## config.mk

```make
export PLATFORM = sky130hd
export DESIGN_NAME = instruction_fetch_unit_flat
export DESIGN_NICKNAME = d
export VERILOG_FILES = /design/src/rtl/instruction_fetch_unit_if.sv /design/src/rtl/instruction_fetch_unit.sv /design/src/flat_wrapper.sv
export SDC_FILE = /design/constraint.sdc
export NUM_CORES = 1
export LEC_CHECK = 0
export CAP_MARGIN = 20
export CORE_MARGIN = 3
export CORE_UTILIZATION = 46
export DETAILED_ROUTE_END_ITERATION = 8
export GPL_TIMING_DRIVEN = 0
export PLACE_DENSITY_LB_ADDON = 0.08
export REMOVE_ABC_BUFFERS = 1
export SYNTH_ARGS = -nofsm -noshare
export SYNTH_HDL_FRONTEND = slang
export SYNTH_SLANG_ARGS = --single-unit
```

## constraint.sdc

```tcl
create_clock -name clk -period 2.1 [get_ports clk]
set_input_delay 0.21 -clock clk [delete_from_list [all_inputs] [get_ports clk]]
set_output_delay 0.21 -clock clk [all_outputs]
set_load 0.02 [all_outputs]
```

## src/rtl/instruction_fetch_unit_if.sv

```systemverilog
// Fetch-stage bundle: ROM read port, hazard/redirect inputs and the IF/ID register outputs.
// The master side is the fetch unit; the slave side is the ROM plus the surrounding pipeline.
interface instruction_fetch_unit_if;
  logic [9:0]  address;
  logic [15:0] instruction;
  logic        stall;
  logic        branch_taken;
  logic [9:0]  branch_pc;
  logic [9:0]  branch_operand;
  logic [15:0] ifid_instruction;
  logic [9:0]  ifid_pc;
  logic        ifid_valid;

  modport master (
    output address,
    output ifid_instruction,
    output ifid_pc,
    output ifid_valid,
    input  instruction,
    input  stall,
    input  branch_taken,
    input  branch_pc,
    input  branch_operand
  );

  modport slave (
    input  address,
    input  ifid_instruction,
    input  ifid_pc,
    input  ifid_valid,
    output instruction,
    output stall,
    output branch_taken,
    output branch_pc,
    output branch_operand
  );
endinterface

```

## src/rtl/instruction_fetch_unit.sv

```systemverilog
// Instruction fetch: owns the PC, reads the ROM, fills IF/ID, resolves JMP locally
// and applies taken-branch redirects from execute with a one-cycle squash.
module instruction_fetch_unit #(
  parameter logic [9:0]  P_RESET_ADDR = 10'd0,
  parameter logic [5:0]  P_JMP_OPCODE = 6'd2,
  parameter logic [15:0] P_NOP_WORD   = 16'h0000
) (
  input logic                      clk,
  input logic                      rst,
  instruction_fetch_unit_if.master bus
);

  typedef enum logic [1:0] {
    ST_START = 2'd0,
    ST_RUN   = 2'd1,
    ST_HOLD  = 2'd2
  } state_t;

  state_t      state_r;
  logic [9:0]  pc_r;
  logic [15:0] ifid_instruction_r;
  logic [9:0]  ifid_pc_r;
  logic        ifid_valid_r;

  logic        is_jmp_s;
  logic [9:0]  fetch_next_pc_s;
  logic [9:0]  branch_target_s;

  // Operand is {dir, off}: dir==0 steps forward, any other dir steps backward; mod 1024.
  function automatic logic [9:0] branch_target(input logic [9:0] bpc, input logic [9:0] op);
    logic [9:0] off;
    off = {4'd0, op[5:0]};
    if (op[9:6] == 4'd0) begin
      branch_target = bpc + off;
    end else begin
      branch_target = bpc - off;
    end
  endfunction

  // Next PC when fetching normally: JMP target or sequential successor.
  always_comb begin
    is_jmp_s        = (bus.instruction[15:10] == P_JMP_OPCODE);
    fetch_next_pc_s = pc_r + 10'd1;
    branch_target_s = branch_target(bus.branch_pc, bus.branch_operand);
    if (is_jmp_s) begin
      fetch_next_pc_s = bus.instruction[9:0];
    end else begin
      fetch_next_pc_s = pc_r + 10'd1;
    end
  end

  // PC, IF/ID register and control FSM; redirect outranks stall, stall outranks fetch.
  always_ff @(posedge clk or posedge rst) begin
    if (rst) begin
      pc_r               <= P_RESET_ADDR;
      ifid_instruction_r <= P_NOP_WORD;
      ifid_pc_r          <= 10'd0;
      ifid_valid_r       <= 1'b0;
      state_r            <= ST_START;
    end else if (bus.branch_taken) begin
      pc_r               <= branch_target_s;
      ifid_instruction_r <= P_NOP_WORD;
      ifid_pc_r          <= 10'd0;
      ifid_valid_r       <= 1'b0;
      state_r            <= ST_RUN;
    end else if (bus.stall) begin
      case (state_r)
        ST_START: state_r <= ST_START;
        ST_RUN:   state_r <= ST_HOLD;
        ST_HOLD:  state_r <= ST_HOLD;
        default:  state_r <= ST_START;
      endcase
    end else begin
      // The JMP word itself still goes to decode as a valid (no-op) instruction.
      pc_r               <= fetch_next_pc_s;
      ifid_instruction_r <= bus.instruction;
      ifid_pc_r          <= pc_r;
      ifid_valid_r       <= 1'b1;
      state_r            <= ST_RUN;
    end
  end

  assign bus.address          = pc_r;
  assign bus.ifid_instruction = ifid_instruction_r;
  assign bus.ifid_pc          = ifid_pc_r;
  assign bus.ifid_valid       = ifid_valid_r;

endmodule

```

## src/flat_wrapper.sv

```systemverilog
// flat-port wrapper written by rule: the top's interface ports become plain ports
module instruction_fetch_unit_flat 
#(
  parameter logic [9:0]  P_RESET_ADDR = 10'd0,
  parameter logic [5:0]  P_JMP_OPCODE = 6'd2,
  parameter logic [15:0] P_NOP_WORD   = 16'h0000
)
  (clk, rst, bus_address, bus_ifid_instruction, bus_ifid_pc, bus_ifid_valid, bus_instruction, bus_stall, bus_branch_taken, bus_branch_pc, bus_branch_operand);
  instruction_fetch_unit_if bus_i ();
  input logic clk;
  input logic rst;
  output wire logic [$bits(bus_i.address)-1:0] bus_address;
  output wire logic [$bits(bus_i.ifid_instruction)-1:0] bus_ifid_instruction;
  output wire logic [$bits(bus_i.ifid_pc)-1:0] bus_ifid_pc;
  output wire logic [$bits(bus_i.ifid_valid)-1:0] bus_ifid_valid;
  input wire logic [$bits(bus_i.instruction)-1:0] bus_instruction;
  input wire logic [$bits(bus_i.stall)-1:0] bus_stall;
  input wire logic [$bits(bus_i.branch_taken)-1:0] bus_branch_taken;
  input wire logic [$bits(bus_i.branch_pc)-1:0] bus_branch_pc;
  input wire logic [$bits(bus_i.branch_operand)-1:0] bus_branch_operand;
  assign bus_address = bus_i.address;
  assign bus_ifid_instruction = bus_i.ifid_instruction;
  assign bus_ifid_pc = bus_i.ifid_pc;
  assign bus_ifid_valid = bus_i.ifid_valid;
  assign bus_i.instruction = bus_instruction;
  assign bus_i.stall = bus_stall;
  assign bus_i.branch_taken = bus_branch_taken;
  assign bus_i.branch_pc = bus_branch_pc;
  assign bus_i.branch_operand = bus_branch_operand;
  instruction_fetch_unit #(.P_RESET_ADDR(P_RESET_ADDR), .P_JMP_OPCODE(P_JMP_OPCODE), .P_NOP_WORD(P_NOP_WORD)) u_core (.clk(clk), .rst(rst), .bus(bus_i));
endmodule
```

Word level (Yosys, flattened, before mapping)
Index checks and enable logic that the tools add are counted.

word-level totals
  flip-flop bits (word level) = 37
  bits of input ports = 40
  output and inout bits = 37
  word-level logic and storage cells = 20

operators by class
  add/subtract/negate cells = 3
  eq/ne operators = 2
  multiplexer cells = 10
  reductions and logical operators = 1

operator list
  cell                     number
  $mux W10                 6
  $mux W16                 2
  $add A10 B1 Y10 const B  1
  $add A10 B6 Y10          1
  $sub A10 B6 Y10          1
  $eq A6 B2 Y1 const B     1
  $logic_not A4 Y1         1
  $mux W1                  2
  $ne A2 B1 Y1 const B     1

Longest topological paths before layout
Gate-level depths: netlist of the first run.

  depth after elaboration = 4
  gate-level depth with buffers = 10
  gate-level depth less buffers = 10

Worst setup path after synthesis of the first run
No wires, ideal clock.

  kind = input to register
  start point = input port bus_branch_operand[7]
  end point = register u_core.pc_r[9], in the netlist u_core.bus.address[9]
  setup time = 0.069 ns
  arrival = 2.390 ns
  data required time = 2.031 ns
  slack = -0.359 ns
  stages on the path = 9
  buffers on the path = 0
  cell sequence = nor4_2 nor2_1 xnor2_1 ha_1 a21o_1 a21oi_1 a211oi_1 or4_1 nand3_1

on the way
  cells in the longest elaborated chain, start to end = 3

RTL lines
  item                    line                          RTL
  start: declaration      flat_wrapper.sv:20            input wire logic [$bits(bus_i.branch_operand)-1:0] bus_branch_operand;
  $logic_not A4 Y1        instruction_fetch_unit.sv:33  if (op[9:6] == 4'd0) begin
  $mux W10                instruction_fetch_unit.sv:33
  $mux W10                instruction_fetch_unit.sv:60  end else if (bus.branch_taken) begin
  end signal: assignment  instruction_fetch_unit.sv:61  pc_r <= branch_target_s;
  end signal: assignment  instruction_fetch_unit.sv:75  pc_r <= fetch_next_pc_s;
  end: declaration        instruction_fetch_unit.sv:20  logic [9:0] pc_r;

Every way passes these cells.
A chain may end at the register's enable or synchronous reset.

Worst setup path after layout of the first run
  start point = input port bus_instruction[12]
  end point = register u_core.pc_r[3], in the netlist u_core.bus.address[3]

on the way
  cells in the longest elaborated chain, start to end = 4

RTL lines
  item                line                          RTL
  start: declaration  flat_wrapper.sv:16            input wire logic [$bits(bus_i.instruction)-1:0] bus_instruction;
  $eq A6 B2 Y1        instruction_fetch_unit.sv:42  is_jmp_s = (bus.instruction[15:10] == P_JMP_OPCODE);
  $mux W10            instruction_fetch_unit.sv:45  if (is_jmp_s) begin
  $mux W10            instruction_fetch_unit.sv:66  end else if (bus.stall) begin
  $mux W10            instruction_fetch_unit.sv:60

Every way passes these cells. The select of a mux whose other input is x is not followed.

==> results of run 1 <==
==> timing repair <==
action,4_1_cts,5_1_grt
setup endpoints to repair,9,6
pin swaps,16,14
resized for setup,21,18
buffers inserted,9,2
==> per-layer routing <==
layer	share of wire, %	up-vias	wire (um)	GRT usage [%]
met3	5.7	8	325	4.46
met4	1.6	0	93	7.12
met1	44	1009	2490	23.2
li1	-	1054	-	-
met2	49	66	2800	34.7
met5	0	-	0	0
==> cells by family (layout without fill, tap and decap cells) <==
logic type | Yosys count | after routing | synth area share, %
compound gates | 54 | 54 | 15.5
xor+xnor | 11 | 11 | 4.14
fa+ha+maj | 12 | 12 | 6.77
buf+inv | 25 | 109 | 4.73
flops | 37 | 37 | 39.8
mux | 31 | 31 | 13.6
simple gates | 79 | 79 | 15.5
==> power groups by stage <==
| stage | Sequential [mW] | Clock, mW | Combinational (mW) |
|---|---|---|---|
| after global routing | 0.906 | 0.595 | 0.874 |
| final | 0.891 | 0.543 | 0.806 |
| after CTS | 0.890 | 0.552 | 0.800 |
| after global placement | 0.899 | 0 | 0.735 |
| after detailed placement | 0.904 | 0 | 0.751 |
| after floorplan | 0.986 | 0 | 0.306 |
==> worst paths after layout <==
| path | slack [ns] | from | end |
|---|---|---|---|
| worst max-delay path | 0.05 | bus_instruction[12] | u_core.bus.address[3] |
| worst min-delay path | 0.34 | bus_branch_operand[0] | u_core.bus.address[0] |
| worst max register to register | 0.24 | u_core.bus.address[0] | u_core.bus.address[8] |
| worst min register to register | 0.52 | u_core.bus.ifid_instruction[4] | u_core.bus.ifid_instruction[4] |
| max in group asynchronous | 1.24 | rst | u_core.bus.ifid_pc[5] |
| min in group asynchronous | 0.38 | rst | u_core.bus.ifid_pc[2] |
==> area by class of cell <==
class	count	area (um2)	area share [%]
clock buffer	7	96.3	2.82
multi-input combinational	187	1380	40.5
clock inverter	1	5.00	0.147
timing repair buffer	89	875	25.6
inverter	12	45.0	1.32
tap	67	83.8	2.46
sequential	37	926	27.1
==> flip-flops by register name, indices dropped and copies added (netlist names) <==
signal	count
u_core.bus.ifid_instruction	16
u_core.bus.address	10
u_core.bus.ifid_pc	10
u_core.bus.ifid_valid	1
==> cell usage after synthesis (5+ instances only) <==
master     n  area (um2)
nor2_1    39         146
dfrtp_1   37         926
mux2i_1   29         290
a21oi_1   18        90.1
ha_1      11         138
inv_1     11        41.3
nand2_1   11        41.3
nor3_1     9        45.0
a31oi_1    7        43.8
clkbuf_1   7        26.3
xor2_1     7        61.3
a21o_1     6        45.0
nand3_1    5        25.0
o21ai_1    5        25.0
==> through the flow <==
stage	TNS (ns)	utilization (%)
finish	0	70.8
CTS	0	70.1
global placement	-25.68	64.5
floorplan	-0.830	-
global route	-0.0786	70.8
detailed placement	-6.44	65.4
==> worst reg2reg max path, stage by stage, from the launching register on <==
cell and delay [ns]:
dfrtp_1 0.47, ha_1 0.23, nand3_1 0.19, or3_1 0.41, a21oi_1 0.19, o221ai_1 0.17
o211ai_1 0.13
==> out/metrics.csv, run 1 <==
stage,metric,value,unit
timing,fin_crit,2.05,ns
placement,dpl_cell_area,3150,um2
power,vdd_drop_max,0.294,mV
timing,rsz0062_at_grt,true,
routing,dr_total_vias,2137,
critical_path,critPathSlowestCell,or4_1,
die,die_y,77.1,um
timing,finClkSkew,0.00481,ns
power,powerDensity,657,nW/um2
run_status,status,completed,
timing,timing_hold_violations_final,0,
global_routing,antenna_found_initial,0,
hold_path,hold_path_class,in2reg,
timing,setup_viol,0,
global_routing,overflow,0,
timing,relSlewSlack,48.6,%
hold_path,holdPathStages,4,
global_routing,grt_pass1_wl,9640,um
clock_tree,clock_latency,0.29,ns
power,power.switching,0.746,mW
yosys,yosysWarnings,0,
critical_path,worstPathRequired,2.27,ns
timing,final-max-slew-violation-count,0,
global_routing,groute.usage.overall,19.7,%
clock_tree,cts_tree,built,
die,start_util,48.3,%
critical_path,worst-path-max-fanout,14,
clock_tree,clockRootBuffer,clkbuf_8,
routing,drt_pass1_iterations,4,
routing,vias_per_cell,5.34,
clock_tree,cts_max_level,2,
clock_tree,cts_hold_buf,0,
die,core_area,4820,um2
yosys,synth_cell_types,40,
critical_path,path_depth,6,
power,swShare,33.3,%
clock_tree,cts_made_buffers,5,
routing,wl,5710,um
finish,layout_common_cells,"66 x clkdlybuf4s50_1, 38 x nor2_1, 37 x dfrtp_1, 29 x mux2i_1, 15 x a21oi_1",
routing,drc,0,
finish,area_growth,46.5,%
routing,drt_iter0_drc,104,
finish,finalNonFillerCells,400,
critical_path,cp-start-kind,input port,
placement,hpwlAfterDp,4150,um
die,die_w,77.1,um
timing,max_freq,0.487,GHz
critical_path,critPathKind,in2reg,
clock_tree,ctsLongestPathBuffers,2,
timing,worst_slew_pin_slew,0.769,ns
die,dieArea,5950,um2
power,combPwrFrac,36.0,%
die,io_pins,77,
routing,wl_per_cell,14.3,um
placement,io_buffers,76,
placement,pre_cts_ws,-1.05,ns
timing,fin_ws,0.0475,ns
critical_path,worst-path-buf-inv,1,
timing,whs,0.343,ns
power,power_frac_seq,39.8,%
routing,drtAntennaViolNets,0,
clock_tree,clkTransAtPathRegs,0.07,ns
placement,dp.cells,381,
finish,drive_gt1_share,14.1,%
critical_path,arrival,2.22,ns
yosys,ys_ff_latch,37,
yosys,synth_seq_area_share,39.8,%
job,max-cap-violations,0,
finish,antenna_cells,0,
global_routing,grt_max_degree,38,
yosys,ys_async_sr_fraction,100,%
die,fp-row-count,25,
power,power.leakage,1.55,nW
yosys,syn_inst,249,
power,intPower,1.49,mW
finish,nFillCells,421,
critical_path,endpoint_kind,flip-flop,
critical_path,path_cells,"clkdlybuf4s50_1, or4_1, or2_4, mux2_4, o221ai_2, o21ai_1",
clock_tree,clock_sinks,37,
finish,layout_commonest_cell,clkdlybuf4s50_1,
power,p_total,2.24,mW
power,p_clk_share,24.3,%
yosys,synth_edf_count,0,
global_routing,grt_pass1_vias,2118,
critical_path,cp_top_family,simple AND/OR/NAND/NOR gates,
placement,gp_congestion,0.775,
critical_path,rr_worst_depth,6,
timing,fin_crit_sh,97.7,%
finish,final_cell_area,3410,um2
yosys,synth_flop_cell,dfrtp_1,
yosys,syn-cell-area,2330,um2
finish,layout.nets,384,
critical_path,critical_path.max_stage_delay,0.66,ns
yosys,synth_area_per_cell,9.35,um2
Power figures use the tool's default switching activity.
==> inputs of run 2 (changes only) <==
- ABC_CLOCK_PERIOD_IN_PS: not set -> 2100
==> results of run 2 <==
The final DEF is identical to that of run 1; final timing and power are the same.
==> inputs of run 3 (changes only) <==
- CELL_PAD_IN_SITES_DETAIL_PLACEMENT: not set -> 0
- CELL_PAD_IN_SITES_GLOBAL_PLACEMENT: not set -> 1
- CORE_UTILIZATION: 46 -> 34
==> run 3 against run 2 <==
- critical path type unchanged
- non-clock buffer count increased by 1
- highest routed layer unchanged
- die area increased by 32%
- critical path depth increased by 5
- register-to-register slack about the same
- final area increased by 2.0%
- clock skew decreased by 0.0016 ns
- worst setup slack got worse by 0.034 ns
- wire length increased by 6.1%
==> out/metrics.csv, run 3 (synthesized netlist as in run 1, its figures left out) <==
stage,metric,value,unit
run_status,status,completed,
finish,register_area,926,um2
global_routing,antenna_found_initial,0,
die,die_y,88.8,um
clock_tree,cts_max_level,2,
timing,timing_hold_violations_final,0,
routing,wl,6060,um
power,powerDensity,652,nW/um2
die,dieArea,7880,um2
routing,vias_per_cell,5.03,
power,intPower,1.50,mW
finish,multi_input_area,1450,um2
timing,finClkSkew,0.00317,ns
routing,wl_per_cell,14.7,um
clock_tree,clock_latency,0.29,ns
power,p_clk_share,24.4,%
global_routing,grt_max_degree,39,
routing,drc,0,
finish,largest_reg_flops,16,
die,core_area,6490,um2
routing,drt_pass1_iterations,4,
routing,drt_iter0_drc,88,
routing,drtAntennaViolNets,0,
power,combPwrFrac,36.4,%
hold_path,hold_path_class,in2reg,
critical_path,worst-path-max-fanout,3,
placement,pre_cts_ws,-1.07,ns
timing,whs,0.353,ns
finish,drive_gt1_share,17.1,%
finish,layout_commonest_cell,clkdlybuf4s50_1,
timing,fin_crit,2.09,ns
timing,final-max-slew-violation-count,0,
clock_tree,clkTransAtPathRegs,0.07,ns
power,power.leakage,1.57,nW
global_routing,overflow,0,
timing,worst_slew_pin_slew,0.772,ns
placement,gp_congestion,0.792,
die,start_util,35.9,%
clock_tree,cts_tree,built,
power,power.switching,0.764,mW
critical_path,endpoint_kind,flip-flop,
critical_path,arrival,2.31,ns
timing,fin_ws,0.0139,ns
global_routing,grt_pass1_vias,1955,
finish,layout.nets,385,
timing,setup_viol,0,
timing,rsz0062_at_grt,true,
finish,layout_common_cells,"64 x clkdlybuf4s50_1, 37 x dfrtp_1, 36 x nor2_1, 29 x mux2i_1, 14 x a21oi_1",
finish,nFillCells,601,
clock_tree,clock_sinks,37,
power,power_frac_seq,39.3,%
global_routing,groute.usage.overall,15.4,%
die,fp-row-count,29,
timing,relSlewSlack,48.4,%
clock_tree,cts_made_buffers,5,
critical_path,worstPathRequired,2.33,ns
critical_path,critPathKind,in2reg,
finish,area_growth,49.4,%
finish,antenna_cells,0,
critical_path,rrSetupSlack,0.23,ns
placement,hpwlAfterDp,4220,um
die,io_pins,77,
clock_tree,ctsLongestPathBuffers,2,
timing,fin_setup_tns,0,ns
clock_tree,clockRootBuffer,clkbuf_8,
timing,fin_crit_sh,99.3,%
power,swShare,33.7,%
routing,dr_total_vias,2069,
critical_path,cp-start-kind,input port,
power,vdd_drop_max,0.243,mV
job,max-cap-violations,0,
global_routing,grt_pass1_wl,9370,um
timing,max_freq,0.479,GHz
placement,io_buffers,76,
clock_tree,cts_hold_buf,0,
die,die_w,88.8,um
[run 3: cell types whose count changed in the layout (fill, tap and decap cells not counted), sizes merged]
cell,change
buf,+4
clkdlybuf4s50,-2
clkbuf,-1
clkdlybuf4s15,-1
dlymetal6s2s,+1
[run 3: worst paths after layout]
kind	startpoint	to	cells after the start
setup / recovery	bus_branch_operand[8]	u_core.bus.address[9]	11
hold / removal	bus_branch_operand[0]	u_core.bus.address[0]	4
setup reg to reg	u_core.bus.address[0]	u_core.bus.address[8]	6
hold reg to reg	u_core.bus.ifid_valid	u_core.bus.ifid_valid	2
max in group asynchronous	rst	u_core.bus.address[8]	2
min in group asynchronous	rst	u_core.bus.ifid_instruction[9]	2
[run 3: worst max-delay path, stage by stage]
cell	delay [ns]
buf_6	0.09
nor4_4	0.27
buf_4	0.19
mux2_4	0.33
ha_4	0.22
a21o_1	0.19
nand4_1	0.12
buf_4	0.14
a211oi_4	0.05
or4_1	0.40
nand3_1	0.10
[run 3: repair_timing]
item | 4_1_cts | 5_1_grt
gates resized for setup | 27 | 29
pin swaps | 19 | 17
endpoints found under the setup margin | 9 | 6
buffers inserted | 9 | 5
[run 3: routing by layer]
layer | GRT usage (%) | wire, um
met5 | 0 | 0
met4 | 5.77 | 99
met3 | 3.35 | 312
met2 | 24.4 | 2800
met1 | 20.6 | 2840
[run 3: cell type report]
cell class	count	area share, %
Multi-Input combinational cell	187	41.6
Clock buffer	7	2.77
Sequential cell	37	26.6
Timing Repair Buffer	90	24.8
Tap cell	77	2.77
Clock inverter	1	0.144
Inverter	12	1.29
[run 3: per-stage QoR]
step                util [%]  instances  total power [mW]  instance area [um2]
detailed placement      48.2        390              1.65                 3130
CTS                     51.5        407              2.24                 3340
global placement        48.0        389              1.65                 3120
floorplan                  -        236              1.29                 2260
global route            53.6        411              2.41                 3480
finish                  53.6        411              2.27                 3480
[run 3: power groups by stage]
stage                     registers (mW)  clock network (mW)  logic [mW]
after detailed placement           0.906                   0       0.745
after global placement             0.904                   0       0.746
after CTS                          0.891               0.564       0.786
after floorplan                    0.986                   0       0.306
after global routing               0.906               0.604       0.904
final                              0.891               0.552       0.825
